===== config.mk =====
export PLATFORM = sky130hd
export DESIGN_NAME = qspi_rx_pack_fifo
export DESIGN_NICKNAME = d
export VERILOG_FILES = /design/src/rtl/qspi_fifo_pkg.sv /design/src/rtl/qspi_rx_lane_packer.sv /design/src/rtl/qspi_rx_pack_fifo.sv
export SDC_FILE = /design/constraint.sdc
export NUM_CORES = 1
export LEC_CHECK = 0
export CAP_MARGIN = 20
export CORE_ASPECT_RATIO = 0.5
export CORE_UTILIZATION = 39
export DETAILED_ROUTE_END_ITERATION = 6
export PLACE_DENSITY = 0.61
export REMOVE_ABC_BUFFERS = 1
export SYNTH_ARGS = -nofsm -noshare
export SYNTH_HDL_FRONTEND = slang
export SYNTH_SLANG_ARGS = --single-unit
export TNS_END_PERCENT = 10

===== constraint.sdc =====
create_clock -name clk -period 3.5 [get_ports clk]
set_input_delay 0.875 -clock clk [delete_from_list [all_inputs] [get_ports clk]]
set_output_delay 0.875 -clock clk [all_outputs]
set_load 0.02 [all_outputs]

===== src/rtl/qspi_fifo_pkg.sv =====
// Shared definitions for the QSPI FIFO family: default geometry, lane order,
// and the helper that sizes level/pack-count fields.
package qspi_fifo_pkg;

  // Lane 0 lands in the least significant bits of a packed word.
  localparam bit LANE_ORDER_LE = 1'b1;

  localparam int DEF_WIDTH = 32;
  localparam int DEF_LANE  = 8;
  localparam int DEF_DEPTH = 16;

  // Bits needed to hold a count in 0..n inclusive.
  function automatic int cnt_width(input int n);
    return $clog2(n) + 1;
  endfunction

endpackage


===== src/rtl/qspi_rx_lane_packer.sv =====
// Lane accumulator: gathers LANE-bit lanes into a WIDTH-bit word and issues a
// one-cycle write strobe when the word is full or the transfer ends early.
module qspi_rx_lane_packer
  import qspi_fifo_pkg::*;
#(
  parameter int WIDTH = DEF_WIDTH,
  parameter int LANE  = DEF_LANE
) (
  input  logic                                clk,
  input  logic                                resetn,
  input  logic                                flush,
  input  logic                                push,
  input  logic [LANE-1:0]                     data,
  input  logic                                last,
  output logic                                wr_en,
  output logic [WIDTH-1:0]                    wr_data,
  output logic [cnt_width(WIDTH/LANE)-1:0]    pack_cnt
);

  localparam int NL = WIDTH / LANE;
  localparam int PW = cnt_width(NL);

  logic [WIDTH-1:0] acc;
  logic [PW-1:0]    cnt;
  logic [PW-1:0]    lane_idx;
  logic [WIDTH-1:0] lane_word;
  logic             last_lane;

  // acc keeps unfilled lanes at zero, so an early in_last word is padded for free.
  always_comb begin
    lane_idx  = LANE_ORDER_LE ? cnt : (PW'(NL - 1) - cnt);
    lane_word = WIDTH'(data) << (lane_idx * LANE);
    last_lane = (cnt == PW'(NL - 1));
    wr_en     = push & ~flush & (last_lane | last);
    wr_data   = acc | lane_word;
  end

  always_ff @(posedge clk) begin
    if (!resetn) begin
      acc <= '0;
      cnt <= '0;
    end else if (flush) begin
      acc <= '0;
      cnt <= '0;
    end else if (push) begin
      if (wr_en) begin
        acc <= '0;
        cnt <= '0;
      end else begin
        acc <= wr_data;
        cnt <= cnt + PW'(1);
      end
    end
  end

  assign pack_cnt = cnt;

endmodule


===== src/rtl/qspi_rx_pack_fifo.sv =====
// QSPI RX FIFO: packs shifter lanes into words and buffers DEPTH words.
// Define QSPI_RX_FIFO_FWFT_EN for first-word-fall-through reads; default is registered read.
module qspi_rx_pack_fifo
  import qspi_fifo_pkg::*;
#(
  parameter int WIDTH    = DEF_WIDTH,
  parameter int LANE     = DEF_LANE,
  parameter int DEPTH    = DEF_DEPTH,
  parameter int AF_LEVEL = DEPTH - 4
) (
  input  logic                              clk,
  input  logic                              resetn,
  input  logic                              flush_i,
  input  logic                              in_valid_i,
  input  logic [LANE-1:0]                   in_data_i,
  input  logic                              in_last_i,
  output logic                              in_ready_o,
  input  logic                              rd_en_i,
  output logic [WIDTH-1:0]                  rd_data_o,
  output logic                              rd_valid_o,
  output logic                              empty_o,
  output logic                              full_o,
  output logic                              almost_full_o,
  output logic [cnt_width(DEPTH)-1:0]       level_o,
  output logic [cnt_width(WIDTH/LANE)-1:0]  pack_cnt_o,
  output logic                              ovf_o,
  output logic                              udf_o,
  input  logic                              clr_err_i
);

  localparam int AW = $clog2(DEPTH);
  localparam int LW = cnt_width(DEPTH);

  // Handshake: a lane transfers on a rising edge where in_valid_i and in_ready_o
  // are both high; in_ready_o comes from registered state only, so it never
  // depends on in_valid_i. A pop transfers when rd_en_i is high and empty_o is low.

  logic [WIDTH-1:0] mem [DEPTH];
  logic [AW-1:0]    wr_ptr;
  logic [AW-1:0]    rd_ptr;
  logic [LW-1:0]    count;
  logic             push;
  logic             pop;
  logic             pk_wr;
  logic [WIDTH-1:0] pk_data;
  logic             ovf_set;
  logic             udf_set;

  assign full_o        = (count == LW'(DEPTH));
  assign empty_o       = (count == '0);
  assign almost_full_o = (count >= LW'(AF_LEVEL));
  assign level_o       = count;
  assign in_ready_o    = ~full_o;

  assign push    = in_valid_i & in_ready_o;
  assign pop     = rd_en_i & ~empty_o;
  assign ovf_set = in_valid_i & full_o;
  assign udf_set = rd_en_i & empty_o;

  qspi_rx_lane_packer #(
    .WIDTH (WIDTH),
    .LANE  (LANE)
  ) u_packer (
    .clk      (clk),
    .resetn   (resetn),
    .flush    (flush_i),
    .push     (push),
    .data     (in_data_i),
    .last     (in_last_i),
    .wr_en    (pk_wr),
    .wr_data  (pk_data),
    .pack_cnt (pack_cnt_o)
  );

  always_ff @(posedge clk) begin
    if (!resetn) begin
      wr_ptr <= '0;
      rd_ptr <= '0;
      count  <= '0;
      ovf_o  <= 1'b0;
      udf_o  <= 1'b0;
    end else if (flush_i) begin
      wr_ptr <= '0;
      rd_ptr <= '0;
      count  <= '0;
      ovf_o  <= 1'b0;
      udf_o  <= 1'b0;
    end else begin
      if (pk_wr) wr_ptr <= wr_ptr + AW'(1);
      if (pop)   rd_ptr <= rd_ptr + AW'(1);
      case ({pk_wr, pop})
        2'b10:   count <= count + LW'(1);
        2'b01:   count <= count - LW'(1);
        default: count <= count;
      endcase
      // A set event in the same cycle as clr_err_i wins.
      ovf_o <= ovf_set | (ovf_o & ~clr_err_i);
      udf_o <= udf_set | (udf_o & ~clr_err_i);
    end
  end

  // pk_wr only fires while not full, so a write never lands on unread data.
  always_ff @(posedge clk) begin
    if (!resetn) begin
      for (int i = 0; i < DEPTH; i++) mem[i] <= '0;
    end else if (!flush_i && pk_wr) begin
      mem[wr_ptr] <= pk_data;
    end
  end

`ifdef QSPI_RX_FIFO_FWFT_EN
  assign rd_data_o  = empty_o ? '0 : mem[rd_ptr];
  assign rd_valid_o = ~empty_o;
`else
  logic [WIDTH-1:0] rd_data_q;
  logic             rd_valid_q;

  always_ff @(posedge clk) begin
    if (!resetn) begin
      rd_data_q  <= '0;
      rd_valid_q <= 1'b0;
    end else if (flush_i) begin
      rd_data_q  <= '0;
      rd_valid_q <= 1'b0;
    end else begin
      rd_valid_q <= pop;
      if (pop) rd_data_q <= mem[rd_ptr];
    end
  end

  assign rd_data_o  = rd_data_q;
  assign rd_valid_o = rd_valid_q;
`endif

endmodule


==> results of run 1 <==
-- state kept, by name, indices dropped and copies added (netlist names) --
register	flops
rd_valid_o	1
level_o	5
udf_o	1
u_packer.acc	32
u_packer.pack_cnt	3
rd_data_o	32
ovf_o	1
rd_ptr	4
wr_ptr	4
mem	512
-- worst max-delay path: cells and delay by family (launching register included) --
kind / cells / cell delay (ns)
AND/OR/NAND/NOR: 2 / 0.82
flip-flops: 1 / 0.42
buffers and inverters: 1 / 0.62
-- metrics by stage --
stage | instances | hold WS (ns) | setup TNS, ns | setup slack, ns
2_1_floorplan | 1610 | 0.438 | -312.53 | -2.98
3_3_place_gp | 2617 | 0.448 | 0 | 0.180
3_5_place_dp | 2617 | 0.455 | 0 | 0.162
4_1_cts | 2722 | 0.470 | 0 | 0.0799
5_1_grt | 2722 | 0.486 | 0 | 0.0934
6_report | 2722 | 0.470 | 0 | 0.165
-- worst min-delay path by stage --
stage,depth (start not counted),to,slack (ns)
floorplan,2,u_packer.acc[0]$_SDFFE_PP0N_,0.44
global placement,2,u_packer.acc[4]$_SDFFE_PP0N_,0.45
detailed placement,2,u_packer.acc[6]$_SDFFE_PP0N_,0.45
CTS,2,u_packer.acc[13]$_SDFFE_PP0N_,0.47
global route,2,u_packer.acc[20]$_SDFFE_PP0N_,0.49
finish,2,u_packer.acc[12]$_SDFFE_PP0N_,0.47
-- power groups by stage --
stage | registers, mW | logic (mW) | clock network [mW]
after floorplan | 8.09 | 0.303 | 0
final | 7.94 | 0.619 | 6.10
after global routing | 7.96 | 0.651 | 6.45
after detailed placement | 8.09 | 0.617 | 0
after CTS | 7.94 | 0.619 | 6.18
after global placement | 8.08 | 0.614 | 0
-- per-layer routing --
| layer | vias up | GRT usage, % | routed length [um] |
|---|---|---|---|
| met5 | - | 0 | 0 |
| met3 | 115 | 3.80 | 5960 |
| li1 | 6623 | - | - |
| met2 | 683 | 33.8 | 32300 |
| met1 | 7979 | 30.1 | 29400 |
| met4 | 0 | 6.33 | 1770 |
-- Yosys cell counts, types with 3 or more instances --
cell / instances / share of area (%)
o21ai_0: 6 / 0.12
mux4_2: 128 / 11
a22oi_1: 4 / 0.12
a21oi_1: 70 / 1.4
buf_2: 38 / 0.76
mux2i_1: 68 / 2.7
o211a_1: 4 / 0.16
xor2_1: 5 / 0.17
buf_1: 3 / 0.045
nor2b_1: 5 / 0.12
or3_1: 3 / 0.075
o221ai_1: 20 / 0.70
o221ai_2: 12 / 0.72
nand2_1: 33 / 0.49
clkbuf_1: 102 / 1.5
buf_4: 3 / 0.090
nand3_1: 41 / 0.82
a211oi_1: 4 / 0.12
ha_1: 10 / 0.50
buf_6: 8 / 0.36
edfxtp_1: 512 / 61
nor2_1: 560 / 8.4
dfxtp_1: 83 / 6.6
inv_1: 8 / 0.12
xnor2_1: 3 / 0.10
-- final cells by class --
class                   count  share of cell area, %
flip-flops and latches    595                   58.8
multi-input cells        1006                   25.7
clock buffers              87                   5.65
repair buffers            170                   5.57
well taps                 837                   3.61
clock inverters            18                  0.625
inverters                   9                  0.116
-- repair_timing --
| item | in CTS | in global routing |
|---|---|---|
| pin swaps | 0 | 0 |
| resized for setup | 1 | 1 |
| setup endpoints to repair | 1 | 1 |
-- cell families after synthesis --
logic type | Yosys count
adders and majority gates | 10
muxes | 196
AOI/OAI and AO/OA | 131
DFF | 595
buffers and inverters | 163
xor gates and xnor gates | 8
and+or+nand+nor | 661
==> impl_metrics.csv, run 1 <==
group,metric,value,unit
logic_synthesis,synthFlopType,"edfxtp_1",
setup_path,critPathLaunch,"level_o[1]$_SDFFE_PP0P_",
route,drt-wirelength-per-cell,25.5,um
placed_design,hpwlAfterDp,37700,um
route,drt_iter0_markers,1835,
pwr,power_density,505,nW/um2
cts,cts_sinks,595,
cells_and_area,syn2layout_area_growth,15.6,%
logic_synthesis,synth.distinct_cells,48,
cells_and_area,antenna_cells,0,
setup_path,r2r_slack,0.63,ns
sta,min_period_over_period,95.3,%
cells_and_area,n_fill_cell,5519,
setup_path,cp-endpoint,"empty_o",
setup_path,rr_worst_depth,12,
die,die_h,181,um
logic_synthesis,ys_ff_latch,595,
pwr,internal-power,11.5,mW
setup_path,path_class,"reg -> out",
setup_path,timing.rr.end,"level_o[4]$_SDFFE_PP0P_",
logic_synthesis,yosysWarnings,0,
sta,worstMarginPinSlew,0.770,ns
setup_path,cp-start-kind,"flop",
route,first_pass_iters,5,
pwr,vdd_ir_drop_max,316,uV
sta,skew,0.0240,ns
die,io_pins,62,
cells_and_area,final_cell_mix,"560 x nor2_1, 512 x edfxtp_1, 128 x mux4_2",
sta,clock.fmax,0.300,GHz
logic_synthesis,synth-edff-count,512,
setup_path,crit_path_end_kind,"primary output",
route,routed_wl,69400,um
cts,clkTransAtPathRegs,0.06,ns
global_routing,grt_overflow,0,
setup_path,crit_path_max_incr_delay,0.66,ns
pwr,seqPwrFrac,54.2,%
global_routing,grt_pass1_wl,101000,um
logic_synthesis,yosys.area_share.simple,10.5,%
cts,numCtsBuffers,56,
worst_hold_path,worstHoldStart,"u_packer.acc[12]$_SDFFE_PP0N_",
die,fp-row-count,65,
cells_and_area,fin_util,45.8,%
logic_synthesis,synth_compound_area_share,3.70,%
die,initial_core_util,39.6,%
global_routing,grt_max_degree,52,
cts,cts_root_buffer,"clkbuf_16",
route,vias,15400,
pwr,p_sw,3.13,mW
setup_path,r2r_start,"u_packer.pack_cnt[0]$_SDFFE_PP0N_",
global_routing,antenna_found_initial,0,
pwr,p_comb_share,4.2,%
logic_synthesis,synth.yosys.seq_area_share,67.9,%
pwr,p_leak,9.33,nW
die,die_area,65400,um2
global_routing,grt_pass1_vias,15400,
pwr,swShare,21.4,%
cells_and_area,final_nets,1863,
cells_and_area,drive_gt1_share,19.8,%
placed_design,routabilityCongestion,0.802,
pwr,power.total,14.7,mW
sta,max_slew_margin,48.6,%
setup_path,cp.required,2.62,ns
cts,cts_tree,"built",
cts,cts_hold_buf,0,
setup_path,cp_max_fo,9,
cells_and_area,seq_area,17000,um2
cts,clock_latency,0.63,ns
sta,rsz0062_at_grt,"no",
cts,post_cts_buffers,0,
route,drcViolationCount,0,
placed_design,placed_area,27200,um2
cts,htree_levels,2,
logic_synthesis,synth_area,25100,um2
sta,hold_viol,0,
route,ant_nets,0,
route,post_drt_via_cell_ratio,5.66,
die,die_w,361,um
placed_design,portBuffers,61,
setup_path,cp.arrival,2.46,ns
logic_synthesis,synthXorXnorAreaFrac,0.279,%
pwr,clockPowerShare,41.6,%
global_routing,grt.total_usage,21.3,%
setup_path,crit_chain,"or4_4, nor2_1, clkdlybuf4s50_1",
cells_and_area,stdcell_area,29000,um2
cts,clk_path_buf_depth,3,
die,core,63400,um2
logic_synthesis,synth_top_family_by_area,"multiplexers",
cells_and_area,mostFrequentLayoutCell,"nor2_1",
cells_and_area,multiInputGateArea,7440,um2
logic_synthesis,synthAdderAreaFrac,0.499,%
sta,setup_viol,0,
logic_synthesis,synth_cells,1764,
logic_synthesis,async_flop_share,0,%
logic_synthesis,synthMuxAreaShare,14.2,%
flow_run,maxCapViolations,0,
sta,min_period,3.34,ns
sta,slew_viol_final,0,
logic_synthesis,syn_area_per_cell,14.2,um2
setup_path,crit_slowest_cell,"or4_4",
outcome,status,"completed",
worst_hold_path,hp-class,"reg -> reg",
Power figures use the tool's default switching activity.
==> inputs of run 2 (changes only) <==
SKIP_LAST_GASP = 1   (was not set)
==> results of run 2 <==
No change in the layout: final DEF, timing and power equal those of run 1.
==> inputs of run 3 (changes only) <==
CAP_MARGIN = not set   (was 20)
CORE_UTILIZATION = 60   (was 39)
PLACE_DENSITY = 0.85   (was 0.61)
==> run 3 against run 2 <==
Against the previous run: total power is 3.5% lower; final area is 2.0% lower; highest routed layer unchanged; non-clock buffer count is 4 lower; sequential share of layout area is 1.2 points higher; clock skew is 0.0063 ns lower; final cell count is 12% lower.
==> impl_metrics.csv, run 3 (synthesized netlist as in run 1, its figures left out) <==
group,metric,value,unit
global_routing,grt_max_degree,80,
cts,clkTransAtPathRegs,0.06,ns
placed_design,routabilityCongestion,0.846,
cts,htree_levels,2,
route,vias,16500,
sta,rsz0062_at_grt,"no",
flow_run,maxCapViolations,0,
setup_path,cp.arrival,2.46,ns
route,first_pass_iters,7,
worst_hold_path,hp-class,"reg -> reg",
die,fp-row-count,52,
route,drt_iter0_markers,2817,
placed_design,hpwlAfterDp,38500,um
route,post_drt_via_cell_ratio,6.84,
setup_path,cp.required,2.62,ns
cells_and_area,final_nets,1853,
die,die_w,291,um
die,initial_core_util,61.5,%
cells_and_area,fin_util,69.7,%
global_routing,grt.total_usage,33.1,%
cts,cts_root_buffer,"clkbuf_16",
die,core,40800,um2
sta,skew,0.0177,ns
sta,worstMarginPinSlew,1.01,ns
global_routing,grt_overflow,0,
global_routing,grt_pass1_vias,16900,
sta,min_period_over_period,95.4,%
cells_and_area,n_fill_cell,2347,
pwr,power.total,14.1,mW
placed_design,portBuffers,61,
cells_and_area,seq_area,17000,um2
setup_path,crit_slowest_cell,"or4_1",
cells_and_area,antenna_cells,0,
placed_design,post-place-ws,0.0864,ns
cts,cts_hold_buf,0,
cells_and_area,stdcell_count,2408,
pwr,power_density,498,nW/um2
cts,cts_sinks,595,
cts,clk_path_buf_depth,3,
setup_path,crit_path_max_incr_delay,0.67,ns
setup_path,crit_path_end_kind,"primary output",
placed_design,dp.cells,2316,
die,die_h,147,um
cells_and_area,largest_register,"mem",
outcome,status,"completed",
cells_and_area,final_cell_mix,"560 x nor2_1, 512 x edfxtp_1, 128 x mux4_2",
sta,clock.fmax,0.300,GHz
cts,numCtsBuffers,50,
sta,max_slew_margin,32.4,%
route,drcViolationCount,0,
setup_path,cp_max_fo,7,
cts,clock_latency,0.58,ns
sta,slew_viol_final,0,
route,drt-wirelength-per-cell,28.8,um
cts,cts_tree,"built",
cells_and_area,stdcell_area,28400,um2
global_routing,grt_pass1_wl,103000,um
cts,ctsResizeCount,0,
cells_and_area,multiInputGateArea,7420,um2
route,ant_nets,0,
pwr,vdd_ir_drop_max,355,uV
cells_and_area,largest_reg_flops,512,
global_routing,antenna_found_initial,0,
placed_design,placed_area,26800,um2
setup_path,cp-start-kind,"flop",
sta,min_period,3.34,ns
die,die_area,42700,um2
sta,hold_viol,0,
route,routed_wl,69300,um
cells_and_area,drive_gt1_share,19.2,%
sta,setup_ws,0.162,ns
die,io_pins,62,
setup_path,path_class,"reg -> out",
sta,setup_tns,0,ns
cells_and_area,syn2layout_area_growth,13.3,%
sta,holdWs,0.473,ns
cells_and_area,mostFrequentLayoutCell,"nor2_1",
setup_path,crit_chain,"or4_1, nor2_1, clkdlybuf4s50_1",
cts,post_cts_buffers,0,
sta,setup_viol,0,
pwr,p_leak,9.22,nW
[run 3: cell count changes in the layout (fill, tap and decap cells not counted), sizes merged]
cell    change
buf         -4
bufinv      -1
inv         -1
clkbuf     -11
[run 3: cell type report]
class	count	share of cell area, %
clock inverter	16	0.467
timing repair buffer	166	5.76
multi-input combinational	1006	26.1
inverter	9	0.119
tap	540	2.38
clock buffer	76	5.21
sequential	595	60.0
[run 3: worst paths after layout]
| kind | startpoint | endpoint | slack, ns | depth (start not counted) |
|---|---|---|---|---|
| max | level_o[0]$_SDFFE_PP0P_ | empty_o | 0.16 | 3 |
| min | u_packer.acc[16]$_SDFFE_PP0N_ | u_packer.acc[16]$_SDFFE_PP0N_ | 0.47 | 2 |
| max reg2reg | level_o[0]$_SDFFE_PP0P_ | rd_data_o[0]$_SDFFE_PP0P_ | 0.45 | 6 |
| min reg2reg | u_packer.acc[16]$_SDFFE_PP0N_ | u_packer.acc[16]$_SDFFE_PP0N_ | 0.47 | 2 |
[run 3: worst max-delay path: cells and delay by family, from the launching register on]
family        cells  cell delay [ns]
flops             1             0.40
buf+inv           1             0.63
simple gates      2             0.86
[run 3: layer usage]
layer	global-route usage [%]	part of all wire (%)
met3	8.57	16
met2	52.4	47
met5	0	0
met1	42.9	32
met4	16.5	5.4
[run 3: report_power, final]
| part | internal (mW) | switching [mW] |
|---|---|---|
| Clock | 3.06 | 2.48 |
| Combinational | 0.212 | 0.427 |
| Sequential | 7.88 | 0.0747 |
